===== src/rtl/spi_pkg.sv =====
// Shared definitions for the SPI slave transmit and receive paths.
// Optional feature macro used by this slice: SPI_TX_UNDERRUN_CNT_EN.
package spi_pkg;

  localparam int SPI_DATA_W      = 8;
  localparam int SPI_SYNC_STAGES = 2;

  typedef enum logic {
    WAIT_REQ,
    WAIT_DROP
  } spi_tx_state_e;

  // Saturating increment for 8-bit event counters.
  function automatic logic [7:0] sat_inc8(input logic [7:0] value);
    return (value == 8'hFF) ? value : value + 8'd1;
  endfunction

endpackage


===== src/rtl/spi_slave_tx_if.sv =====
// Byte handshake bundle between the clk_sys sender and the SPI transmit path.
// underrun_cnt exists only when SPI_TX_UNDERRUN_CNT_EN is defined.
interface spi_slave_tx_if #(
  parameter int DATA_W = spi_pkg::SPI_DATA_W
);

  logic [DATA_W-1:0] tx_data;
  logic              tx_req;
  logic              tx_ack;
  logic              tx_busy;
  logic              underrun;
`ifdef SPI_TX_UNDERRUN_CNT_EN
  logic [7:0]        underrun_cnt;

  modport master (
    output tx_data, tx_req,
    input  tx_ack, tx_busy, underrun, underrun_cnt
  );

  modport slave (
    input  tx_data, tx_req,
    output tx_ack, tx_busy, underrun, underrun_cnt
  );
`else
  modport master (
    output tx_data, tx_req,
    input  tx_ack, tx_busy, underrun
  );

  modport slave (
    input  tx_data, tx_req,
    output tx_ack, tx_busy, underrun
  );
`endif

endinterface


===== src/rtl/spi_sync_bit.sv =====
// N-flop single-bit synchroniser, reset to 0; shared by the SPI tx and rx crossings.
module spi_sync_bit #(
  parameter int STAGES = 2
) (
  input  logic clk,
  input  logic rst,
  input  logic d,
  output logic q
);

  logic [STAGES-1:0] sync_q;

  always_ff @(posedge clk) begin
    if (rst) begin
      sync_q <= '0;
    end else begin
      sync_q <= {sync_q[STAGES-2:0], d};
    end
  end

  assign q = sync_q[STAGES-1];

endmodule


===== src/rtl/spi_slave_tx.sv =====
// SPI slave MISO path: 4-phase byte handshake into a single holding buffer, shifted out MSB-first.
// Define SPI_TX_UNDERRUN_CNT_EN to add the saturating underrun_cnt output.
module spi_slave_tx
  import spi_pkg::*;
#(
  parameter int                DATA_W      = SPI_DATA_W,
  parameter int                SYNC_STAGES = SPI_SYNC_STAGES,
  parameter logic [DATA_W-1:0] IDLE_BYTE   = {DATA_W{1'b1}}
) (
  input  logic                 spi_clk,
  input  logic                 rst,
  output logic                 spi_miso,
  spi_slave_tx_if.slave        tx
);

  localparam int                CNT_W    = (DATA_W > 1) ? $clog2(DATA_W) : 1;
  localparam logic [CNT_W-1:0]  LAST_BIT = CNT_W'(DATA_W - 1);

  logic [CNT_W-1:0]  bit_cnt;
  logic [DATA_W-1:0] shift_reg;
  logic [DATA_W-1:0] hold_buf;
  logic              hold_valid;
  logic              underrun_q;
  logic              ack_q;
  logic              ack_next;
  logic              req_s;
  logic              boundary;
  logic              capture;
  spi_tx_state_e     state;
  spi_tx_state_e     state_next;

  spi_sync_bit #(
    .STAGES (SYNC_STAGES)
  ) u_req_sync (
    .clk (spi_clk),
    .rst (rst),
    .d   (tx.tx_req),
    .q   (req_s)
  );

  assign boundary = (bit_cnt == LAST_BIT);

  // The buffer counts as free on the boundary edge, since its byte moves into shift_reg then.
  always_comb begin
    state_next = state;
    ack_next   = ack_q;
    capture    = 1'b0;
    case (state)
      WAIT_REQ: begin
        if (req_s && (!hold_valid || boundary)) begin
          capture    = 1'b1;
          ack_next   = 1'b1;
          state_next = WAIT_DROP;
        end
      end
      WAIT_DROP: begin
        if (!req_s) begin
          ack_next   = 1'b0;
          state_next = WAIT_REQ;
        end
      end
      default: begin
        ack_next   = 1'b0;
        state_next = WAIT_REQ;
      end
    endcase
  end

  always_ff @(posedge spi_clk) begin
    if (rst) begin
      state <= WAIT_REQ;
      ack_q <= 1'b0;
    end else begin
      state <= state_next;
      ack_q <= ack_next;
    end
  end

  always_ff @(posedge spi_clk) begin
    if (rst) begin
      bit_cnt    <= '0;
      shift_reg  <= IDLE_BYTE;
      hold_buf   <= '0;
      hold_valid <= 1'b0;
      underrun_q <= 1'b0;
    end else begin
      underrun_q <= boundary & ~hold_valid;
      if (boundary) begin
        bit_cnt   <= '0;
        shift_reg <= hold_valid ? hold_buf : IDLE_BYTE;
      end else begin
        bit_cnt   <= bit_cnt + 1'b1;
        shift_reg <= {shift_reg[DATA_W-2:0], 1'b0};
      end
      if (capture) begin
        hold_buf   <= tx.tx_data;
        hold_valid <= 1'b1;
      end else if (boundary) begin
        hold_valid <= 1'b0;
      end
    end
  end

`ifdef SPI_TX_UNDERRUN_CNT_EN
  logic [7:0] underrun_cnt_q;

  always_ff @(posedge spi_clk) begin
    if (rst) begin
      underrun_cnt_q <= '0;
    end else if (underrun_q) begin
      underrun_cnt_q <= sat_inc8(underrun_cnt_q);
    end
  end

  assign tx.underrun_cnt = underrun_cnt_q;
`endif

  assign spi_miso   = shift_reg[DATA_W-1];
  assign tx.tx_ack  = ack_q;
  assign tx.tx_busy = hold_valid;
  assign tx.underrun = underrun_q;

endmodule


===== src/flat_wrapper.sv =====
// flat-port wrapper written by rule: the top's interface ports become plain ports
module spi_slave_tx_flat import spi_pkg::*;
#(
  parameter int                DATA_W      = SPI_DATA_W,
  parameter int                SYNC_STAGES = SPI_SYNC_STAGES,
  parameter logic [DATA_W-1:0] IDLE_BYTE   = {DATA_W{1'b1}}
)
  (spi_clk, rst, spi_miso, tx_tx_data, tx_tx_req, tx_tx_ack, tx_tx_busy, tx_underrun);
  spi_slave_tx_if #(.DATA_W(DATA_W)) tx_i ();
  input  logic spi_clk;
  input  logic rst;
  output logic spi_miso;
  input wire logic [$bits(tx_i.tx_data)-1:0] tx_tx_data;
  input wire logic [$bits(tx_i.tx_req)-1:0] tx_tx_req;
  output wire logic [$bits(tx_i.tx_ack)-1:0] tx_tx_ack;
  output wire logic [$bits(tx_i.tx_busy)-1:0] tx_tx_busy;
  output wire logic [$bits(tx_i.underrun)-1:0] tx_underrun;
  assign tx_i.tx_data = tx_tx_data;
  assign tx_i.tx_req = tx_tx_req;
  assign tx_tx_ack = tx_i.tx_ack;
  assign tx_tx_busy = tx_i.tx_busy;
  assign tx_underrun = tx_i.underrun;
  spi_slave_tx #(.DATA_W(DATA_W), .SYNC_STAGES(SYNC_STAGES), .IDLE_BYTE(IDLE_BYTE)) u_core (.spi_clk(spi_clk), .rst(rst), .spi_miso(spi_miso), .tx(tx_i));
endmodule

===== config.mk =====
export PLATFORM = sky130hd
export DESIGN_NAME = spi_slave_tx_flat
export DESIGN_NICKNAME = d
export VERILOG_FILES = /design/src/rtl/spi_pkg.sv /design/src/rtl/spi_slave_tx_if.sv /design/src/rtl/spi_sync_bit.sv /design/src/rtl/spi_slave_tx.sv /design/src/flat_wrapper.sv
export SDC_FILE = /design/constraint.sdc
export NUM_CORES = 1
export LEC_CHECK = 0
export CAP_MARGIN = 5
export CORE_MARGIN = 4
export CORE_UTILIZATION = 40
export CTS_CLUSTER_DIAMETER = 30
export CTS_CLUSTER_SIZE = 20
export DETAILED_ROUTE_END_ITERATION = 7
export DONT_BUFFER_PORTS = 1
export PLACE_DENSITY_LB_ADDON = 0.15
export SYNTH_ARGS = -nofsm -noshare
export SYNTH_HDL_FRONTEND = slang
export SYNTH_SLANG_ARGS = --single-unit

===== constraint.sdc =====
create_clock -name spi_clk -period 4.05 [get_ports spi_clk]
set_input_delay 0.6075 -clock spi_clk [delete_from_list [all_inputs] [get_ports spi_clk]]
set_output_delay 0.6075 -clock spi_clk [all_outputs]
set_load 0.01 [all_outputs]

==> results_dict.tcl <==
set metrics [dict create \
    final_util_pct 44.8 \
    multiInputGateArea_um2 463 \
    drv_cap 0 \
    fmax_mhz 527 \
    fin_cells 122 \
    clkSinkCount 25 \
    finalCritPeriodShare_pct 46.9 \
    cts.clk_slew.worst_paths_ns 0.13 \
    initial_core_util_pct 44.0 \
    post-route-min-period_ns 1.90 \
    drc_errors 0 \
    routed_via_density 4.81 \
    area_growth_pct 1.86 \
    fin_worst_skew_ns 0.00648 \
    ctsRootBufferMaster "clkbuf_4" \
    clock_insertion_delay_worst_skew_ns 0.31 \
    rsz0062_at_grt "false" \
    drt_wl_total_um 1430 \
    fp.dieW_um 58.3 \
    holdCritStartpoint "rst" \
    die-area_um2 3400 \
    timing.rr.start "u_core.bit_cnt[0]" \
    hold_viol 0 \
    finalWeightedCongestion 0.633 \
    diodes 0 \
    num_rows 17 \
    grt_use_met3_pct 2.67 \
    drive_above_1_share_pct 7.45 \
    setup_tns_ns 0 \
    crit_type "reg2reg" \
    cts_max_level 1 \
    power_leakage_uw 0.000366 \
    status "finished, final reports clean" \
    postCtsResizedCells 0 \
    final_nets 108 \
    cp_max_fo 20 \
    hold_buffers 0 \
    startpoint "u_core.bit_cnt[0]" \
    syn-cell-area_um2 1010 \
    syn_nets 110 \
    ys_seq_area_share_pct 49.5 \
    port_buffers 0 \
    dp_hpwl_um 965 \
    vias 587 \
    synth_warnings 0 \
    powerDensity_nw_per_um2 381 \
    drt_iter0_drc 8 \
    tightest_slew_ns 0.576 \
    grt_max_degree 34 \
    drt_first_pass_iters 3 \
    cts_setup_buffers 0 \
    grt_busiest_layer "met2" \
    preCtsSetupSlack_ns 2.14 \
    cts_tree "built" \
    wire_per_inst_um 11.7 \
    core_area_um2 2300 \
    setup_viol 0 \
    regArea_um2 500 \
    antenna_found_initial 0 \
    required_ns 4.30 \
    setup_slack_ns 2.15 \
    crit_path_start_kind "flip-flop" \
    cp-end-kind "flip-flop" \
    grt.met1_usage_pct 12.4 \
    relSlewSlack_pct 61.6 \
    avgSynthCellArea_um2 10.4 \
    io_pins 15 \
    min_path_type "in2reg" \
    synth_cells 97 \
    grt_overflow 0 \
    grt_pass1_vias 515 \
    grt_use_met2_pct 12.8 \
    nFillCells 241 \
    clockBufferDepth 2 \
    maxSlewViolCount 0 \
    cts_inserted_buffers 3 \
    dp.cells 118 \
    die_h_um 58.3 \
    crit_arrival_ns 2.15 \
    yosys_register_bits 25 \
    ir_drop_v 0.000213 \
    ant_nets 0 \
    grt_pass1_wl_um 2340 \
    yosys.cell_types.count 19 \
    gr-usage-all-layers_pct 9.12 \
]
cell type report:
type | count | area share [%]
Inverter | 1 | 0.365
Clock buffer | 3 | 2.19
Tap cell | 28 | 3.40
Sequential cell | 25 | 48.6
Multi-Input combinational cell | 64 | 45.0
Clock inverter | 1 | 0.486
cells by family after synthesis:
group | count (synthesis) | synth area share, %
compound gates | 11 | 5.69
buf+inv | 8 | 4.70
mux | 8 | 7.92
simple gates | 43 | 29.7
flops | 25 | 49.5
fa+ha+maj | 2 | 2.47
Yosys cell counts (all sizes together):
cell type,n,area share (%)
nor3b,4,3.0
dfxtp,25,50
nand3,1,0.49
buf,4,3.2
clkbuf,3,1.1
nand2b,26,18
nor3,1,0.49
mux2i,8,7.9
ha,2,2.5
inv,1,0.37
nor2b,3,2.6
nand3b,7,5.2
a21oi,2,0.99
nor2,1,0.37
o21ai,8,4.0
a21o,1,0.74
through the flow:
| stage | hold WS (ns) | cell area (um^2) | total power (uW) |
|---|---|---|---|
| after floorplan | 0.404 | 1010 | 290 |
| after global placement | 0.409 | 1000 | 289 |
| after detailed placement | 0.415 | 1000 | 290 |
| after CTS | 0.335 | 1030 | 399 |
| after global routing | 0.326 | 1030 | 410 |
| final | 0.352 | 1030 | 392 |
worst max-delay path: stages, from the launching register on:
cell and delay [ns]:
dfxtp_1 0.35, ha_1 0.15, ha_1 0.52, nand2b_4 0.26, nor2b_4 0.34, mux2i_1 0.21
layer usage:
| metal | up-vias | routed length (um) |
|---|---|---|
| met5 | - | 0 |
| met4 | 0 | 17 |
| met3 | 2 | 49 |
| met2 | 10 | 635 |
| met1 | 260 | 731 |
| li1 | 315 | - |
report_power, final:
part / switching, uW / internal (uW) / total, uW
combinational: 7.93 / 14.2 / 22.1
sequential: 6.11 / 256 / 262
clock: 71.4 / 36.9 / 108
total: 85.5 / 307 / 392
cell usage in the layout (no fill, tap or decap):
cell / synthesis / layout
nor2_1: 1 / 1
nand3_1: 1 / 1
nor3b_1: 4 / 4
nand2b_1: 24 / 24
nor3_1: 1 / 1
clkbuf_4: 0 / 3
clkinv_2: 0 / 1
a21o_1: 1 / 1
inv_1: 1 / 1
o21ai_0: 8 / 8
a21oi_1: 2 / 2
nand3b_1: 7 / 7
dfxtp_1: 25 / 25
nand2b_4: 2 / 2
mux2i_1: 8 / 8
ha_1: 2 / 2
nor2b_1: 2 / 2
nor2b_4: 1 / 1
worst paths after layout:
check	to	slack, ns	depth (start not counted)
worst min register to register	u_core.bit_cnt[0]	0.43	1
worst max register to register	u_core.hold_buf[3]	2.15	5
worst max-delay path	u_core.hold_buf[3]	2.15	5
worst min-delay path	u_core.tx.tx_ack	0.35	1
No activity file was read; power rests on OpenSTA's default activity.
